## config.mk

```make
export PLATFORM = sky130hd
export DESIGN_NAME = lcg_stim_gen
export DESIGN_NICKNAME = d
export VERILOG_FILES = /design/src/rtl/lcg_stim_gen.sv
export SDC_FILE = /design/constraint.sdc
export NUM_CORES = 1
export LEC_CHECK = 0
export CAP_MARGIN = 20
export CORE_ASPECT_RATIO = 1.75
export CORE_MARGIN = 2
export CORE_UTILIZATION = 50
export DETAILED_ROUTE_END_ITERATION = 16
export GPL_TIMING_DRIVEN = 1
export PLACE_DENSITY = 0.84
export SYNTH_ARGS = -nofsm -noshare
export SYNTH_HDL_FRONTEND = slang
export SYNTH_SLANG_ARGS = --single-unit
```

## constraint.sdc

```tcl
create_clock -name clk -period 9.48 [get_ports clk]
set_clock_uncertainty 0.2 [all_clocks]
set_input_delay 1.422 -clock clk [delete_from_list [all_inputs] [get_ports clk]]
set_output_delay 1.422 -clock clk [all_outputs]
set_load 0.02 [all_outputs]
```

## src/rtl/lcg_stim_gen.sv

```systemverilog
// lcg_stim_gen: LCG-driven stimulus vector generator
// with a valid/ready output and bounded or free-running runs.
module lcg_stim_gen #(
  parameter int          OUT_W    = 139,
  parameter int          CNT_W    = 32,
  parameter logic [31:0] MULT     = 32'h41C64E6D,
  parameter logic [31:0] INC      = 32'h3039,
  parameter logic [31:0] SEED_DEF = 32'hA1515607
) (
  input  logic             clk,
  input  logic             rst_n,
  input  logic             seed_load,
  input  logic [31:0]      seed_in,
  input  logic             start,
  input  logic [CNT_W-1:0] num_vec,
  input  logic             stop,
  output logic             vec_valid,
  input  logic             vec_ready,
  output logic [OUT_W-1:0] vec_data,
  output logic             busy,
  output logic             done,
  output logic [CNT_W-1:0] vec_cnt
);
  localparam int NW = (OUT_W + 31) / 32;
  localparam int KW = (NW > 1) ? $clog2(NW) : 1;
  localparam logic [KW-1:0] K_LAST = KW'(NW - 1);

  typedef enum logic [1:0] {
    IDLE,
    FILL,
    VALID,
    DONE
  } state_t;

  state_t state, state_nx;

  logic [31:0]      lcg;
  logic [31:0]      lcg_nx;
  logic [KW-1:0]    k;
  logic [CNT_W-1:0] num_r;
  logic [CNT_W-1:0] cnt_inc;
  logic             go;
  logic             acc;
  logic             last;
  logic             fill_en;

  assign lcg_nx  = lcg * MULT + INC;
  assign cnt_inc = vec_cnt + CNT_W'(1);
  assign go      = start && !stop;
  assign acc     = vec_valid && vec_ready && !stop;
  assign last    = (num_r != '0) && (cnt_inc == num_r);
  assign fill_en = (state == FILL) && !stop;

  assign vec_valid = (state == VALID);
  assign busy      = (state != IDLE);
  assign done      = (state == DONE);

  always_comb begin
    state_nx = state;
    unique case (state)
      IDLE: begin
        if (go) state_nx = FILL;
      end
      FILL: begin
        if (stop) state_nx = IDLE;
        else if (k == K_LAST) state_nx = VALID;
      end
      VALID: begin
        if (stop) state_nx = IDLE;
        else if (acc) state_nx = last ? DONE : FILL;
      end
      DONE: state_nx = IDLE;
      default: state_nx = IDLE;
    endcase
  end

  always_ff @(posedge clk or negedge rst_n) begin
    if (!rst_n) begin
      state   <= IDLE;
      lcg     <= SEED_DEF;
      k       <= '0;
      num_r   <= '0;
      vec_cnt <= '0;
    end else begin
      state <= state_nx;
      unique case (state)
        IDLE: begin
          // a seed arriving with start feeds the very first step
          if (seed_load) lcg <= seed_in;
          if (go) begin
            k       <= '0;
            vec_cnt <= '0;
            num_r   <= num_vec;
          end
        end
        FILL: begin
          if (!stop) begin
            lcg <= lcg_nx;
            k   <= k + KW'(1);
          end
        end
        VALID: begin
          if (acc) begin
            vec_cnt <= cnt_inc;
            k       <= '0;
          end
        end
        default: ;
      endcase
    end
  end

  for (genvar w = 0; w < NW; w++) begin : g_word
    localparam int LO = 32 * w;
    localparam int WB = (OUT_W - LO < 32) ? (OUT_W - LO) : 32;
    logic [WB-1:0] wd;

    always_ff @(posedge clk or negedge rst_n) begin
      if (!rst_n) wd <= '0;
      else if (fill_en && (k == KW'(w))) wd <= lcg_nx[WB-1:0];
    end

    assign vec_data[LO +: WB] = wd;
  end

endmodule

```

-- After elaboration in Yosys (flattened, before gate mapping)
Index checks and enable logic that the tools add are counted.
- bits of input ports: 70
- output and inout bits: 174
- bits in registers: 240
- word-level logic and storage cells: 68
- $mul: 1
- reduce and logical (&&, ||, !) cells: 23
- equal/unequal tests: 14
- mux-type cells: 17
- add/subtract/negate cells: 3
- operators by type and width (cell ; number):
    $mux 32 ; 4
    $pmux 32 s2 ; 2
    $add 32x1->32 const B ; 1
    $add 32x14->32 const B ; 1
    $eq 32x32->1 ; 1
    $mul 32x31->32 const B ; 1
    $reduce_bool 32->1 ; 1
    $mux 2 ; 6
    $logic_and 1x1->1 ; 10
    $mux 3 ; 3
    $pmux 3 s3 ; 1
    $reduce_and 3->1 ; 3
    $pmux 2 s4 ; 1
    $eq 3x2->1 const B ; 2
    $ne 2x2->1 const B ; 3
    $ne 3x2->1 const B ; 2
    $reduce_bool 2->1 ; 3
    $eq 2x2->1 const B ; 2
    $reduce_and 4->1 ; 1
    $add 3x1->3 const B ; 1
    $eq 3x1->1 const B ; 1
    $eq 3x3->1 const B ; 1
    $logic_not 3->1 ; 1
    $reduce_bool 3->1 ; 1
    5 further kinds ; 5

-- Depth between registers and ports, before layout
- word-level depth: 7
- mapped depth: 26
- mapped depth without buffers: 24

-- Least setup slack after synthesis
No wires, ideal clock.
- path type: register to register
- from: register lcg[5]
- to: register g_word[2].wd[29]
- setup slack: 2.797 ns
- arrival: 6.352 ns
- path buffers: 1
- library setup time: 0.132 ns
- required time: 9.148 ns
- stages on the path, launching flop included: 25
- cell sequence: dfrtp_1 ha_1 xor2_1 ha_1 a21oi_1 fa_1 fa_1 inv_1 fa_1 inv_1 fa_1 inv_1 fa_1 inv_1 fa_1 inv_1 ha_1 clkbuf_1 a21o_1 a21oi_1 o22ai_1 a22o_1 o31ai_1 xor2_1 o21ai_0
- cells in the longest elaborated chain, start to end: 2
- RTL lines (element ; line ; source):
    from (decl) ; 37 ; logic [31:0] lcg;
    from (signal assigned) ; 89 ; if (seed_load) lcg <= seed_in;
    from (signal assigned) ; 98 ; lcg <= lcg_nx;
    $mul 32x31->32 ; 47 ; assign lcg_nx = lcg * MULT + INC;
    $add 32x14->32 ; 47 ;
    to (signal assigned) ; 120 ; else if (fill_en && (k == KW'(w))) wd <= lcg_nx[WB-1:0];
    to (decl) ; 116 ; logic [WB-1:0] wd;
No other way between the ends.
A chain may end at the register's enable or synchronous reset.

-- Worst setup path after layout
- from: register lcg[4]
- to: register g_word[3].wd[29]
- cells in the longest elaborated chain, start to end: 2
- RTL lines (element ; line):
    $mul 32x31->32 ; 47
    $add 32x14->32 ; 47
    to (signal assigned) ; 120
    to (decl) ; 116
No other way between the ends.

==> impl_metrics.ini <==
[timing]
fin_crit_ns = 7.88
rsz0062_at_grt = false
fin_setup_tns_ns = 0
setup_viol = 0
max_freq_mhz = 127
slew_viol_final = 0
finalCritPeriodShare_pct = 83.2
hold_viol_final = 0
relSlewSlack_pct = 24.4
setup_ws_ns = 1.60
tightest_slew_ns = 1.13

[worst_setup_path]
cp-startpoint = lcg[4]
critPathBufInv = 3
required_ns = 9.66
cp_slowest_cell = o31ai_1
crit_chain = ha_1, xor2_1, ha_1, nor2_1, fa_1, fa_1, inv_1, fa_1, ha_1, fa_1, inv_1, fa_1, inv_1, ha_1, o21ai_0, a2111oi_0, a21oi_1, a21oi_2, o31ai_1, xor2_1, o21ai_0
crit_family = adder cells
r2r-start = lcg[4]
path_common_cell = fa_1
worstPathMaxFanout = 10
cp.arrival_ns = 8.07
critPathKind = register to register
end_kind = register
crit_path_start_kind = register
max_stage_delay_ns = 0.75

[clock_tree]
clock_tree.root_cell = clkbuf_16
cts_buffers = 25
cts_tree = built
clkLatencyLatePin_ns = 0.56
ctsHoldBuffers = 0
cts_buffer_depth = 3
clk_pin_slew_worst_paths_ns = 0.07
cts_resized = 0
clkSinkCount = 240
cts_setup_buffers = 0
htree_levels = 1

[synth]
netlist_top_cells_area = dfrtp_1 (28%), fa_1 (18%), ha_1 (13%)
synthMuxAreaShare_pct = 4.01
synthAdderAreaFrac_pct = 31.7
synth.avg_cell_area_um2 = 9.70
synthXorXnorAreaFrac_pct = 4.57
synth-seq-cells = 240
yosysTopAreaCellShare_pct = 28.2
synth_cell_type_count = 70
yosys-top-cells-count = inv_1 (406), dfrtp_1 (227), ha_1 (215)
netlist_instances = 2076
synth-compound-area-share_pct = 10.9
seq_area_frac_synth_pct = 29.9
syn-cell-area_mm2 = 0.0201
ys.flop_type = dfrtp_1
synth-edff-count = 0
synth_top_family_by_area = adder cells
synth_nets = 2545
async_flop_share_pct = 100
synth_most_common_cell = inv_1
yosys.area.top_type = dfrtp_1
yosys_warnings = 0
synth-simple-area-share_pct = 9.87

[routing]
via_per_inst = 5.72
drt-wirelength-per-cell_um = 23.9
firstDrtPassIters = 5
ant_nets = 0
drc = 0
drtIter0Drc = 879
routed_wl_mm = 66.9
via_count = 16007

[grt]
grt_pass1_wl_mm = 103
overflow = 0
grt_max_degree = 99
track_usage_pct = 32.7
grt_pass1_vias = 17502
antenna_found_initial = 0

[placed_design]
place.gp.congestion = 1.04
port_buffers = 243
dpl_cell_area_mm2 = 0.0230
dp_worst_setup_slack_ns = 1.74
dpl.hpwl_mm = 54.9

[floorplan]
chipWidth_um = 156
die_area_mm2 = 0.0420
start_util_pct = 50.4
row_count = 97
coreArea_mm2 = 0.0399
die_h_um = 269
ioPinCount = 244

[job]
drv_cap = 0

[layout]
syn2layout_area_growth_pct = 18.0
nets = 2751
drive_gt1_share_pct = 7.00
antennaDiodeCount = 0
stdcell_area_mm2 = 0.0238

[worst_hold_path]
hp-class = register to register
hold_start = g_word[1].wd[29]

[outcome]
outcome = finished clean
[cell usage in the layout, fill, tap and decap left out, types with 21 or more instances in the layout]
cell             synthesis  final
mux2_2                  69     69
fa_1                   184    184
o31ai_1                 28     28
xor2_1                  44     44
dfrtp_1                227    227
clkbuf_16                0     25
nand2_1                187    186
a21o_1                  22     21
nand3_1                 36     36
nand4_1                 22     22
ha_1                   215    215
a31oi_1                 22     22
o21ai_0                159    159
clkdlybuf4s50_1          0    242
xnor2_1                 61     61
a21oi_1                 60     59
inv_1                  406    406
nor2_1                  58     58
[worst reg2reg max path, stage by stage (launching register included)]
cell and delay [ns]:
dfrtp_1 0.70, ha_1 0.37, xor2_1 0.19, ha_1 0.21, nor2_1 0.24, fa_1 0.45, fa_1 0.50, inv_1 0.06
fa_1 0.50, ha_1 0.36, fa_1 0.56, inv_1 0.07, fa_1 0.54, inv_1 0.05, ha_1 0.41, o21ai_0 0.26
a2111oi_0 0.10, a21oi_1 0.44, a21oi_2 0.16, o31ai_1 0.75, xor2_1 0.44, o21ai_0 0.17
[metrics by stage]
| step | util (%) | std cells | hold slack (ns) |
|---|---|---|---|
| after floorplan | - | 2076 | 0.290 |
| after global placement | 57.6 | 2750 | 0.261 |
| after detailed placement | 57.6 | 2750 | 0.269 |
| after CTS | 59.5 | 2796 | 0.284 |
| after global routing | 59.5 | 2796 | 0.300 |
| final | 59.5 | 2796 | 0.278 |
[layer usage]
layer | vias up | GRT usage (%) | part of all wire, %
li1 | 7178 | - | -
met1 | 7907 | 33.9 | 34
met2 | 641 | 58.0 | 51
met3 | 281 | 4.47 | 5.0
met4 | 0 | 26.4 | 10
met5 | - | 0 | 0
[path summary, 6_finish.rpt]
check / slack (ns) / cells past startpoint / to
min in group asynchronous: 0.65 / 1 / g_word[1].wd[6]
setup reg to reg: 1.60 / 21 / g_word[3].wd[29]
setup / recovery: 1.60 / 21 / g_word[3].wd[29]
hold / removal: 0.28 / 2 / g_word[1].wd[29]
hold reg to reg: 0.28 / 2 / g_word[1].wd[29]
max in group asynchronous: 6.92 / 2 / g_word[3].wd[16]
[cells by family after synthesis]
kind of cell,count (synthesis)
xor gates and xnor gates,105
muxes,72
DFF,240
AOI/OAI and AO/OA,360
and+or+nand+nor,415
buffers and inverters,485
adders and majority gates,399
[layout make-up]
| class | instances | area, µm² |
|---|---|---|
| Sequential cell | 240 | 6020 |
| Inverter | 407 | 1530 |
| Tap cell | 495 | 619 |
| Multi-Input combinational cell | 1351 | 12300 |
| Clock buffer | 32 | 662 |
| Timing Repair Buffer | 257 | 2540 |
| Clock inverter | 14 | 91.3 |
| Fill cell | 3278 | 16200 |
[registers in the layout, indices dropped and copies added (netlist names)]
name / cells
g_word.wd: 139
lcg: 32
num_r: 32
vec_cnt: 32
k: 3
state: 2
Power is left out: the tool's default activity adds up to more than one toggle a clock period on the data nets, which glitch-free logic cannot reach.
